===== src/rtl/mem_arb_pkg.sv =====
// mem_arbiter shared types: owner encoding and strobe constants.
// Imported by the arbiter top.
package mem_arb_pkg;

  typedef enum logic [1:0] {
    OWN_NONE = 2'b00,
    OWN_IF   = 2'b01,
    OWN_DM   = 2'b10
  } own_e;

  localparam logic [3:0] WE_NONE = 4'b0000;

endpackage


===== src/rtl/sat_counter.sv =====
// Saturating up-counter with synchronous active-high clear.
// Holds at all-ones once reached.
module sat_counter #(
  parameter int WIDTH = 16
) (
  input  logic             clk,
  input  logic             rst,
  input  logic             inc,
  output logic [WIDTH-1:0] cnt
);

  logic [WIDTH-1:0] cnt_q;
  logic [WIDTH-1:0] cnt_d;

  always_comb begin
    cnt_d = cnt_q;
    if (inc && (cnt_q != '1)) begin
      cnt_d = cnt_q + 1'b1;
    end
  end

  always_ff @(posedge clk) begin
    if (rst) begin
      cnt_q <= '0;
    end else begin
      cnt_q <= cnt_d;
    end
  end

  assign cnt = cnt_q;

endmodule


===== src/rtl/mem_arbiter.sv =====
// IF/MEM arbiter for the single-ported unified memory.
// Define MEM_ARB_RR_EN for round-robin tie-break (default: DM wins ties).
module mem_arbiter
  import mem_arb_pkg::*;
#(
  parameter int ADDR_W = 32,
  parameter int DATA_W = 32,
  parameter int CNT_W  = 16
) (
  input  logic              clk,
  input  logic              rst,
  input  logic              if_req,
  input  logic [ADDR_W-1:0] if_addr,
  output logic [DATA_W-1:0] if_rdata,
  output logic              if_valid,
  output logic              if_stall,
  input  logic              dm_req,
  input  logic [3:0]        dm_we,
  input  logic [ADDR_W-1:0] dm_addr,
  input  logic [DATA_W-1:0] dm_wdata,
  output logic [DATA_W-1:0] dm_rdata,
  output logic              dm_valid,
  output logic              dm_stall,
  output logic              mem_en,
  output logic [3:0]        mem_we,
  output logic [ADDR_W-1:0] mem_addr,
  output logic [DATA_W-1:0] mem_wdata,
  input  logic [DATA_W-1:0] mem_rdata,
  output logic [CNT_W-1:0]  conflict_cnt
);

  own_e own_q;
  own_e own_d;
  own_e gnt;
  own_e tie_win;
  logic if_elig;
  logic dm_elig;
  logic tie;

  // The requester in its response cycle sits out this cycle.
  assign if_elig = if_req && (own_q != OWN_IF) && !rst;
  assign dm_elig = dm_req && (own_q != OWN_DM) && !rst;
  assign tie     = if_elig && dm_elig;

`ifdef MEM_ARB_RR_EN
  logic last_q;
  logic last_d;

  assign tie_win = last_q ? OWN_IF : OWN_DM;

  always_comb begin
    last_d = last_q;
    if (gnt == OWN_DM) begin
      last_d = 1'b1;
    end else if (gnt == OWN_IF) begin
      last_d = 1'b0;
    end
  end

  always_ff @(posedge clk) begin
    if (rst) begin
      last_q <= 1'b0;
    end else begin
      last_q <= last_d;
    end
  end
`else
  assign tie_win = OWN_DM;
`endif

  always_comb begin
    if (tie) begin
      gnt = tie_win;
    end else if (dm_elig) begin
      gnt = OWN_DM;
    end else if (if_elig) begin
      gnt = OWN_IF;
    end else begin
      gnt = OWN_NONE;
    end
  end

  always_comb begin
    mem_en    = 1'b0;
    mem_we    = WE_NONE;
    mem_addr  = '0;
    mem_wdata = '0;
    unique case (gnt)
      OWN_IF: begin
        mem_en   = 1'b1;
        mem_addr = if_addr;
      end
      OWN_DM: begin
        mem_en    = 1'b1;
        mem_we    = dm_we;
        mem_addr  = dm_addr;
        mem_wdata = dm_wdata;
      end
      default: begin
        mem_en = 1'b0;
      end
    endcase
  end

  assign own_d = gnt;

  always_ff @(posedge clk) begin
    if (rst) begin
      own_q <= OWN_NONE;
    end else begin
      own_q <= own_d;
    end
  end

  assign if_valid = (own_q == OWN_IF) && !rst;
  assign dm_valid = (own_q == OWN_DM) && !rst;
  assign if_rdata = if_valid ? mem_rdata : '0;
  assign dm_rdata = dm_valid ? mem_rdata : '0;
  assign if_stall = if_req && !if_valid;
  assign dm_stall = dm_req && !dm_valid;

  sat_counter #(
    .WIDTH(CNT_W)
  ) u_conflict_cnt (
    .clk(clk),
    .rst(rst),
    .inc(tie),
    .cnt(conflict_cnt)
  );

endmodule


===== config.mk =====
export PLATFORM = sky130hd
export DESIGN_NAME = mem_arbiter
export DESIGN_NICKNAME = d
export VERILOG_FILES = /design/src/rtl/mem_arb_pkg.sv /design/src/rtl/sat_counter.sv /design/src/rtl/mem_arbiter.sv
export SDC_FILE = /design/constraint.sdc
export NUM_CORES = 1
export LEC_CHECK = 0
export BUFFER_PORTS_ARGS = -buffer_cell sky130_fd_sc_hd__buf_4
export CELL_PAD_IN_SITES_DETAIL_PLACEMENT = 1
export CELL_PAD_IN_SITES_GLOBAL_PLACEMENT = 2
export CORE_MARGIN = 4
export CORE_UTILIZATION = 12
export CTS_CLUSTER_SIZE = 24
export DETAILED_ROUTE_END_ITERATION = 6
export GPL_TIMING_DRIVEN = 0
export HOLD_SLACK_MARGIN = 0.1
export PLACE_DENSITY = 0.85
export RECOVER_POWER = 100
export SYNTH_ARGS = -nofsm -noshare
export SYNTH_HDL_FRONTEND = slang
export SYNTH_SLANG_ARGS = --single-unit

===== constraint.sdc =====
create_clock -name clk -period 2.3 [get_ports clk]
set_input_delay 0.23 -clock clk [delete_from_list [all_inputs] [get_ports clk]]
set_output_delay 0.23 -clock clk [all_outputs]
set_load 0.01 [all_outputs]

# --- After elaboration in Yosys (flattened, before gate mapping) ---
# Index checks and enable logic that the tools add are counted.
classes:
  n_reduce_logical: 14
  n_eq_ne: 7
  mux: 9
  add_sub_neg: 1
op_table:
  columns: ["operator", "n"]
  rows:
  - ["two-way mux 32 bit", 3]
  - ["case mux 32 bit (2 select lines)", 1]
  - ["adder 16 x 1 -> 16 bit, second input constant", 1]
  - ["inequality test 16 bit, second input constant", 1]
  - ["logical AND 1 bit", 10]
  - ["== test 2 x 1 -> 1 bit, second input constant", 2]
  - ["== test 2 bit, second input constant", 2]
  - ["two-way mux 2 bit", 2]
  - ["two-way mux 4 bit", 1]
  - ["zero test 1 bit", 3]
  - ["two-way mux 1 bit", 2]
  - ["inequality test 2 x 1 -> 1 bit, second input constant", 1]
  - ["inequality test 2 bit, second input constant", 1]
  - ["OR reduction 2 bit", 1]
word_totals:
  register_bits: 18
  inputBits: 136

# --- Depth between registers and ports, before layout ---
# Gate-level depths: netlist (run 1).
depth:
  ltp_word: 9
  ltp_mapped: 7

# --- By module ---
# A second synthesis (run 1) with hierarchy kept.
unflattened:
  cells_unflattened: 275
  area_unflattened_um2: 2038.2
by_module_without_submodules:
  columns: ["mod", "area_each_um2", "cells_each", "seq_area_each_um2", "n_inst"]
  rows:
  - ["mem_arbiter", 1189.9, 176, 40.0, 1]
  - ["sat_counter", 848.3, 99, 320.3, 1]

# --- Least setup slack after synthesis (run 1) ---
# Ideal clock, no wire load.
synth_path:
  kind: "flip-flop to flip-flop"
  from: "reg u_conflict_cnt.cnt_q[0] (netlist: u_conflict_cnt.cnt[0])"
  to: "reg u_conflict_cnt.cnt_q[14] (netlist: u_conflict_cnt.cnt[14])"
  arrival_ns: 1.926
  required_ns: 2.230
  n_path_buf: 0
  slack_ns: 0.303
  path_stages_with_launch: 6
  setup_ns: 0.070
  cell_sequence: "dfxtp_1 -> ha_1 -> nand4_1 -> or4_1 -> or4_1 -> a21oi_1"
synth_via:
  elab_chain_len: 2
synth_lines:
  columns: ["element", "line_no", "source"]
  rows:
  - ["start, declared", "sat_counter.sv:12", "logic [WIDTH-1:0] cnt_q;"]
  - ["start signal, assigned", "sat_counter.sv:26", "cnt_q <= cnt_d;"]
  - ["parallel branches: the longest is 2 deep, another holds adder 16 x 1 -> 16 bit", null, null]
# Parallel ways; which one is timed is not known.
# A chain may end at the register's enable or synchronous reset.

# --- Worst setup path after layout (run 1) ---
layout_path:
  from: "reg own_q[0]"
  to: "out mem_wdata[22]"
layout_via:
  elab_chain_len: 8
layout_lines:
  columns: ["element", "line_no", "source"]
  rows:
  - ["start, declared", "mem_arbiter.sv:32", "own_e own_q;"]
  - ["start signal, assigned", "mem_arbiter.sv:111", "own_q <= own_d;"]
  - ["inequality test 2 x 1 -> 1 bit", "mem_arbiter.sv:41", "assign if_elig = if_req && (own_q != OWN_IF) && !rst;"]
  - ["logical AND 1 bit (2 in a row)", "mem_arbiter.sv:41", null]
  - ["two-way mux 1 bit", "mem_arbiter.sv:76", "end else if (if_elig) begin"]
  - ["two-way mux 2 bit", "mem_arbiter.sv:74", "end else if (dm_elig) begin"]
  - ["two-way mux 2 bit (*)", "mem_arbiter.sv:72", "if (tie) begin"]
  - ["== test 2 bit (*)", "mem_arbiter.sv:88", "unique case (gnt)"]
  - ["two-way mux 32 bit (*)", "mem_arbiter.sv:88", null]
  - ["end, declared", "mem_arbiter.sv:27", "output logic [DATA_W-1:0] mem_wdata,"]
# Mark *: on every way between the ends. The rest lies on a longest branch, timed or not.

==> summary.md, run 1 <==
| Metric | Value |
|---|---|
| Critical path's top delay family | `buffers and inverters` |
| Vias per inst | `4.13` |
| Vertical die dimension | `between 100 and 150 um` |
| RD Place Congestion | `0.831` |
| Endpoint of the worst register-to-register path | `u_conflict_cnt.cnt[14]$_SDFFE_PP0P_` |
| Sequential fraction of design power | `a little over a quarter` |
| Upper clock frequency limit | `approximately 460 MHz` |
| Combinational family with the most area after synthesis | `simple AND/OR/NAND/NOR gates` |
| Width of the die | `~140 um` |
| Levels on crit path | `6` |
| Number of nets in the finished design | `between 600 and 700` |
| Critical path class | `reg2out` |
| Arithmetic-cell share of the synthesized area counting full adders, half adders and majority gates | `less than 1%` |
| Commonest cells after routing, fill and taps aside | `sky130_fd_sc_hd__buf_4, sky130_fd_sc_hd__and2_0, sky130_fd_sc_hd__clkbuf_1` |
| Post-Syn Nets | `approximately 400` |
| Via count of the first global-routing pass | `about 3400` |
| Layer carrying the most global-route usage | `met2` |
| End of the worst hold path | `u_conflict_cnt.cnt[11]$_SDFFE_PP0P_` |
| Number of violations reported at the end of detailed-routing iteration 0 | `61` |
| Worst-case clock buffer depth | `2` |
| Standard cell area after detailed placement | `0.00439 mm2` |
| Count of different cell masters after synthesis | `35` |
| Share of synthesized cell area in and, or, nand and nor gates | `between 40% and 50%` |
| Setup violation total in the final timing report | `0` |
| Number of routed nets with antenna violations | `0` |
| GRT met2 Usage | `about a quarter` |
| Number of maximum-capacitance constraint violations | `0` |
| Number of warnings reported in the yosys synthesis log | `0` |
| Post-route standard cell area excluding fillers | `roughly 0.0043 mm2` |
| Hold Startpoint | `rst` |
| Cell repeated most along the worst path | `sky130_fd_sc_hd__clkbuf_2` |
| Post-synthesis cell type with the largest combined area | `sky130_fd_sc_hd__and2_1` |
| DRC violation count after routing | `0` |
| Clock-pin slew on the worst setup and hold paths | `approximately 0.050 ns` |
| Final hold violations | `0` |
| Overall Global Routing Usage | `13.0%` |
| Period utilisation layout | `between 90% and 100%` |
| Initial antenna violation count | `0` |
| Net switching power | `350 uW` |
| Maximum level of the CTS H-tree | `1` |
| Met1 track demand over resource | `roughly 14%` |
| Final Skew | `between 0.004 and 0.005 ns` |
| Synth top area cells | `sky130_fd_sc_hd__and2_1, sky130_fd_sc_hd__dfxtp_1, sky130_fd_sc_hd__a22o_1` |
| Largest net degree at the start of global routing | `11` |
| Post-layout min period | `roughly 2.2 ns` |
| Design internal power | `868 uW` |
| Peak per-stage delay on the critical path | `about 0.37 ns` |
| Post-synthesis cell area | `roughly 0.0020 mm2` |
| Unrepaired setup endpoints after global routing | `yes` |
| Power density relative to cell area | `~280 mW/mm2` |
| Fraction of power spent switching nets | `between 20 and 30%` |
| First-pass iteration count of the detailed router | `4` |
| Latest clock arrival within the worst-skew pair | `roughly 0.25 ns` |
| Standard-cell row count | `46` |
| Measured slew at the worst slew-check pin | `0.554 ns` |
| Number of instances in the synthesized netlist | `approximately 270` |
| Combinational cell fraction of total power | `a little over two fifths` |
| Root buffer cell | `sky130_fd_sc_hd__clkbuf_16` |
| P&R area growth vs syn | `119%` |
| Initial cell density of the core | `between 10% and 20%` |
| Top fanout value on the critical path | `10` |
| Pins Over Slew Limit | `0` |
| Total wire length after detailed routing | `13400 um` |
| Setup slack, reg-to-reg | `0.15 ns` |
| # port buffers | `approximately 290` |
| Final routed wire length divided by cell count | `between 15 and 20 um` |
| Number of fillers in the final layout | `a little over 2000` |
| Sum of buffers and inverters on the critical path | `3` |
| Result of the run | `finished, final reports clean` |
| Max stage delay cell, worst path | `sky130_fd_sc_hd__dfxtp_1` |
| Worst EP required | `2.07 ns` |
| Worst min-delay path class | `in2reg` |
| Number of antenna diodes | `0` |
| Relative slew slack | `63.0%` |
| Most common cell after layout, fill and taps aside | `sky130_fd_sc_hd__buf_4` |
| Post-Layout Cell Count | `between 700 and 800` |
| Clock sink total | `18` |
| Share of the synthesized area in the top cell type | `around a third` |
| TritonCTS clock tree | `yes` |
| Mean area per synthesized cell | `roughly 7.4 um2` |
| Global Route met3 Usage | `slightly below 3%` |
| R2R Path Start | `u_conflict_cnt.cnt[0]$_SDFFE_PP0P_` |
| Share of synthesized area spent on multiplexers | `0%` |
| Vias after detailed routing | `between 3000 and 4000` |
| Cells on worst reg2reg path | `5` |
| Startpoint kind of the worst setup timing path | `flip-flop` |
| Sum of overflow across all layers after global routing | `0` |
| Share of the synthesized netlist area taken by xor and xnor gates | `less than 1%` |
| Synthesized-area fraction occupied by ao, oa, aoi and oai cells | `between 20% and 30%` |
| Leak Pwr | `roughly 2 nW` |
| Peak VDD IR | `roughly 0.23 mV` |
| Synthesized flop and latch total | `18` |
| Global-route wire length before repair | `19000 um` |
| Clock share of power | `31.8%` |
| # IOs | `about 290` |
| Dpl hpwl | `12000 um` |
| Proportion of layout cells with a drive suffix above 1 | `approximately 46%` |
| Number of CTS-inserted buffers | `3` |
| Setup crit end kind | `primary output` |
| Cell breakdown of the critical path | `nand2b_1 -> and3_2 -> clkbuf_2 -> clkbuf_2 -> and2_1 -> clkbuf_1` |
| Die outline area | `approximately 0.018 mm2` |
| Placed Cells | `between 700 and 800` |
| Sequential share of the synthesized area | `about 18%` |
| Placeable Area | `roughly 0.016 mm2` |
| WHS Path Cells | `2` |
| Data arrival time at the worst-slack endpoint | `about 2 ns` |
==> power groups by stage <==
| stage | registers [mW] | clock network, mW | logic, mW |
|---|---|---|---|
| 2_1_floorplan | 0.325 | 0 | 0.174 |
| 3_5_place_dp | 0.326 | 0 | 0.549 |
| 4_1_cts | 0.319 | 0.397 | 0.551 |
| 5_1_grt | 0.319 | 0.416 | 0.553 |
| 3_3_place_gp | 0.326 | 0 | 0.539 |
| 6_report | 0.319 | 0.388 | 0.511 |
==> flip-flops by register name, summed over array words and instances, names as in the netlist <==
| signal | count |
|---|---|
| own_q | 2 |
| u_conflict_cnt.cnt | 16 |
==> cell usage after synthesis <==
cell type / number
sky130_fd_sc_hd__nor2b_1: 2
sky130_fd_sc_hd__inv_1: 4
sky130_fd_sc_hd__a211oi_1: 1
sky130_fd_sc_hd__ha_1: 1
sky130_fd_sc_hd__or3_1: 3
sky130_fd_sc_hd__o311ai_0: 3
sky130_fd_sc_hd__xor2_1: 1
sky130_fd_sc_hd__nand3b_4: 1
sky130_fd_sc_hd__a22o_1: 32
sky130_fd_sc_hd__o21ai_0: 6
sky130_fd_sc_hd__buf_6: 2
sky130_fd_sc_hd__nand2_1: 7
sky130_fd_sc_hd__o41ai_1: 3
sky130_fd_sc_hd__o2111ai_1: 1
sky130_fd_sc_hd__nand2b_1: 3
sky130_fd_sc_hd__nor4b_1: 1
sky130_fd_sc_hd__nand3_1: 6
sky130_fd_sc_hd__or4_1: 7
sky130_fd_sc_hd__clkbuf_1: 21
sky130_fd_sc_hd__a31oi_1: 1
sky130_fd_sc_hd__o31ai_1: 6
sky130_fd_sc_hd__and2_1: 100
sky130_fd_sc_hd__nor3_1: 4
sky130_fd_sc_hd__a21oi_1: 13
sky130_fd_sc_hd__and3_1: 5
sky130_fd_sc_hd__o31a_1: 1
sky130_fd_sc_hd__dfxtp_1: 18
sky130_fd_sc_hd__nor2_1: 4
sky130_fd_sc_hd__or4_4: 1
sky130_fd_sc_hd__nor4_2: 1
sky130_fd_sc_hd__or2_2: 1
sky130_fd_sc_hd__nand4_1: 3
sky130_fd_sc_hd__or3b_2: 1
sky130_fd_sc_hd__and4_1: 2
sky130_fd_sc_hd__nor4_1: 1
==> worst max path at each step <==
stage	slack, ns	to	from
finish	0.12	mem_wdata[22]	own_q[0]$_SDFF_PP0_
global route	-0.003	mem_addr[30]	own_q[1]$_SDFF_PP0_
CTS	0.002	u_conflict_cnt.cnt[14]$_SDFFE_PP0P_	u_conflict_cnt.cnt[0]$_SDFFE_PP0P_
detailed placement	-0.17	u_conflict_cnt.cnt[11]$_SDFFE_PP0P_	u_conflict_cnt.cnt[0]$_SDFFE_PP0P_
global placement	-0.13	u_conflict_cnt.cnt[11]$_SDFFE_PP0P_	u_conflict_cnt.cnt[0]$_SDFFE_PP0P_
floorplan	0.30	u_conflict_cnt.cnt[14]$_SDFFE_PP0P_	u_conflict_cnt.cnt[0]$_SDFFE_PP0P_
==> kinds of logic after synthesis <==
logic type / after synthesis
AND/OR/NAND/NOR: 153
AO/OA/AOI/OAI: 67
buffers and inverters: 27
flip-flops: 18
XOR/XNOR: 1
adder cells (fa/ha/maj): 1
==> repair_timing <==
action                                  4_1_cts  5_1_grt
endpoints found under the setup margin       51       55
resized for setup                             5       10
hold buffers                                  0        0
buffers inserted                              0        2
pin swaps                                     0        1
==> through the flow <==
stage | util [%] | worst slack [ns] | TNS (ns) | hold slack [ns] | total power [mW]
5_1_grt | 27.0 | -0.00266 | -0.00704 | 0.186 | 1.29
2_1_floorplan | - | 0.303 | 0 | 0.412 | 0.499
6_report | 27.0 | 0.120 | 0 | 0.181 | 1.22
4_1_cts | 28.2 | 0.00214 | 0 | 0.178 | 1.27
3_3_place_gp | 27.5 | -0.131 | -0.701 | 0.441 | 0.865
3_5_place_dp | 27.5 | -0.170 | -1.10 | 0.440 | 0.875
==> worst register-to-register path: stages, from the launching register on <==
cell and delay, ns:
sky130_fd_sc_hd__dfxtp_1 0.42, sky130_fd_sc_hd__ha_1 0.23, sky130_fd_sc_hd__nand4_1 0.27, sky130_fd_sc_hd__or4_4 0.60
sky130_fd_sc_hd__or4_1 0.41, sky130_fd_sc_hd__a21oi_1 0.14
==> per-layer routing <==
layer / up-vias / share of wire, % / wire length, um
li1: 1539 / - / -
met1: 1497 / 35 / 4660
met4: 0 / 1.7 / 232
met5: - / 0 / 0
met2: 154 / 56 / 7480
met3: 11 / 7.5 / 1000
==> layout make-up <==
| class | instances | area, um2 | share of cell area, % |
|---|---|---|---|
| Buffer | 22 | 98.8 | 2.30 |
| Tap cell | 216 | 270 | 6.29 |
| Multi-Input combinational cell | 222 | 1500 | 35.0 |
| Timing Repair Buffer | 289 | 1960 | 45.6 |
| Clock buffer | 4 | 88.8 | 2.07 |
| Sequential cell | 18 | 360 | 8.38 |
| Inverter | 4 | 15.0 | 0.349 |
Note: power is estimated with default switching activity, not from simulation.
==> run 2, diff against run 1 <==
--- a/config.mk
+++ b/config.mk
@@ -10,6 +10,7 @@
 export CELL_PAD_IN_SITES_GLOBAL_PLACEMENT = 2
 export CORE_MARGIN = 4
 export CORE_UTILIZATION = 12
+export CTS_BUF_LIST = sky130_fd_sc_hd__clkbuf_8
 export CTS_CLUSTER_SIZE = 24
 export DETAILED_ROUTE_END_ITERATION = 6
 export GPL_TIMING_DRIVEN = 0
==> constraint.sdc (replaced) <==
create_clock -name clk -period 2.3 [get_ports clk]
set_input_delay 0.115 -clock clk [delete_from_list [all_inputs] [get_ports clk]]
set_output_delay 0.115 -clock clk [all_outputs]
set_load 0.01 [all_outputs]
==> summary.md, run 2 (synthesis results as in run 1) <==
| Metric | Value |
|---|---|
| Vias after detailed routing | `3209` |
| Top fanout value on the critical path | `10` |
| Power density relative to cell area | `256 mW/mm2` |
| Final routed wire length divided by cell count | `approximately 17 um` |
| Standard cell area after detailed placement | `between 0.004 and 0.005 mm2` |
| Via count of the first global-routing pass | `3393` |
| Standard-cell row count | `46` |
| Worst-case clock buffer depth | `2` |
| Width of the die | `about 140 um` |
| Largest net degree at the start of global routing | `11` |
| Setup crit end kind | `primary output` |
| Final hold violations | `0` |
| Worst min-delay path class | `in2reg` |
| Cells on worst reg2reg path | `7` |
| RD Place Congestion | `0.831` |
| Hold Startpoint | `rst` |
| Clock-pin slew on the worst setup and hold paths | `~0.070 ns` |
| Worst hold margin | `0.279 ns` |
| Sum of overflow across all layers after global routing | `0` |
| Post-layout min period | `roughly 2.1 ns` |
| Number of violations reported at the end of detailed-routing iteration 0 | `a little under 90` |
| Cell breakdown of the critical path | `nand2b_1 -> and3_1 -> clkbuf_2 -> clkbuf_2 -> and2_1 -> buf_4` |
| # port buffers | `about 290` |
| End of the worst hold path | `u_conflict_cnt.cnt[6]$_SDFFE_PP0P_` |
| First-pass iteration count of the detailed router | `4` |
| Clock sink total | `18` |
| # IOs | `289` |
| P&R area growth vs syn | `116%` |
| Peak VDD IR | `~0.13 mV` |
| Critical path class | `reg2out` |
| Die outline area | `~0.018 mm2` |
| Measured slew at the worst slew-check pin | `around 0.55 ns` |
| Peak per-stage delay on the critical path | `roughly 0.38 ns` |
| Total wire length after detailed routing | `between 10000 and 15000 um` |
| Fin Setup TNS | `0 ns` |
| Worst EP required | `about 2.2 ns` |
| Number of maximum-capacitance constraint violations | `0` |
| Dpl hpwl | `12000 um` |
| Result of the run | `finished, final reports clean` |
| Proportion of layout cells with a drive suffix above 1 | `around 43%` |
| Upper clock frequency limit | `around 470 MHz` |
| Unrepaired setup endpoints after global routing | `no` |
| Most common cell after layout, fill and taps aside | `sky130_fd_sc_hd__buf_4` |
| Setup violation total in the final timing report | `0` |
| R2R Path Start | `u_conflict_cnt.cnt[0]$_SDFFE_PP0P_` |
| Overall power of the completed layout | `1.08 mW` |
| Placeable Area | `about 0.016 mm2` |
| Startpoint kind of the worst setup timing path | `flip-flop` |
| Latest clock arrival within the worst-skew pair | `~0.26 ns` |
| Post-route standard cell area excluding fillers | `0.00424 mm2` |
| Root buffer cell | `sky130_fd_sc_hd__clkbuf_8` |
| Sum of buffers and inverters on the critical path | `3` |
| Global-route wire length before repair | `19000 um` |
| Cell repeated most along the worst path | `sky130_fd_sc_hd__clkbuf_2` |
| Data arrival time at the worst-slack endpoint | `around 2.0 ns` |
| Number of nets in the finished design | `700` |
| Number of antenna diodes | `0` |
| Placed Cells | `770` |
| Endpoint of the worst register-to-register path | `u_conflict_cnt.cnt[11]$_SDFFE_PP0P_` |
| TritonCTS clock tree | `yes` |
| Pins Over Slew Limit | `0` |
| Commonest cells after routing, fill and taps aside | `sky130_fd_sc_hd__buf_4, sky130_fd_sc_hd__clkbuf_1, sky130_fd_sc_hd__and2_0` |
| Initial antenna violation count | `0` |
| DRC violation count after routing | `0` |
| WHS Path Cells | `4` |
| Leak Pwr | `around 1.9 nW` |
| Overall Global Routing Usage | `12.9%` |
| Final Skew | `0.00248 ns` |
| Critical path's top delay family | `simple AND/OR/NAND/NOR gates` |
| Maximum level of the CTS H-tree | `1` |
| Period utilisation layout | `92.9%` |
| Post-Layout Cell Count | `~800` |
| Setup slack, reg-to-reg | `around 0.22 ns` |
| Max stage delay cell, worst path | `sky130_fd_sc_hd__dfxtp_1` |
| Placement Setup Slack | `-0.170 ns` |
| Number of CTS-inserted buffers | `3` |
| Relative slew slack | `63.6%` |
| Vias per inst | `~4.1` |
| Number of routed nets with antenna violations | `0` |
| Initial cell density of the core | `approximately an eighth` |
| Final cell utilization of the core | `between 20% and 30%` |
| Vertical die dimension | `136 um` |
| Largest register FFs | `16` |
| Final setup slack of the worst path | `approximately 0.16 ns` |
run 2: cell count changes in the layout (fill, tap and decap cells not counted), sizes merged:
cell / before / now
buf: 228 / 225
clkbuf: 87 / 92
dlygate4sd3: 0 / 1
run 2: timing repair:
item | CTS | global route
hold endpoints to repair | 2 | 0
pin swaps | 0 | 1
setup endpoints to repair | 40 | 37
gates resized for setup | 5 | 8
hold buffers | 1 | 0
setup buffers | 0 | 4
run 2: power breakdown:
group          internal (mW)  total [mW]  leakage (nW)  switching, mW
clock                  0.152       0.263        0.0288          0.111
combinational          0.280       0.504          1.76          0.223
sequential             0.315       0.318         0.145        0.00364
total                  0.747        1.08          1.93          0.338
run 2: how the worst max path moves through the flow:
stage	startpoint	endpoint	slack, ns	cells past startpoint
6_report	own_q[0]$_SDFF_PP0_	mem_wdata[15]	0.16	6
2_1_floorplan	u_conflict_cnt.cnt[0]$_SDFFE_PP0P_	u_conflict_cnt.cnt[14]$_SDFFE_PP0P_	0.30	5
3_5_place_dp	u_conflict_cnt.cnt[0]$_SDFFE_PP0P_	u_conflict_cnt.cnt[11]$_SDFFE_PP0P_	-0.17	6
3_3_place_gp	u_conflict_cnt.cnt[0]$_SDFFE_PP0P_	u_conflict_cnt.cnt[11]$_SDFFE_PP0P_	-0.13	6
4_1_cts	own_q[0]$_SDFF_PP0_	mem_wdata[15]	0.02	6
5_1_grt	own_q[0]$_SDFF_PP0_	mem_addr[8]	0.01	5
run 2: final cells by class:
class | count | area (um2)
clock buffers | 4 | 55.1
flip-flops and latches | 18 | 360
inverters | 4 | 15.0
repair buffers | 292 | 1950
well taps | 216 | 270
fillers | 2033 | 11700
multi-input cells | 222 | 1500
plain buffers | 22 | 97.6
run 2: worst register-to-register path, cell delays in order (launching register included):
cell and delay (ns):
sky130_fd_sc_hd__dfxtp_1 0.44, sky130_fd_sc_hd__ha_1 0.23, sky130_fd_sc_hd__nand4_1 0.16, sky130_fd_sc_hd__clkbuf_1 0.19, sky130_fd_sc_hd__nor4_4 0.23, sky130_fd_sc_hd__clkbuf_1 0.41
sky130_fd_sc_hd__nor2_1 0.10, sky130_fd_sc_hd__a211oi_1 0.23
run 2: metal layers:
layer	part of all wire (%)	global-route usage, %	wire (um)	up-vias
met2	56	25.8	7540	145
met3	7.0	2.78	943	11
met4	1.8	2.80	236	0
li1	-	-	-	1544
met1	35	13.8	4690	1509
met5	0	0	0	-
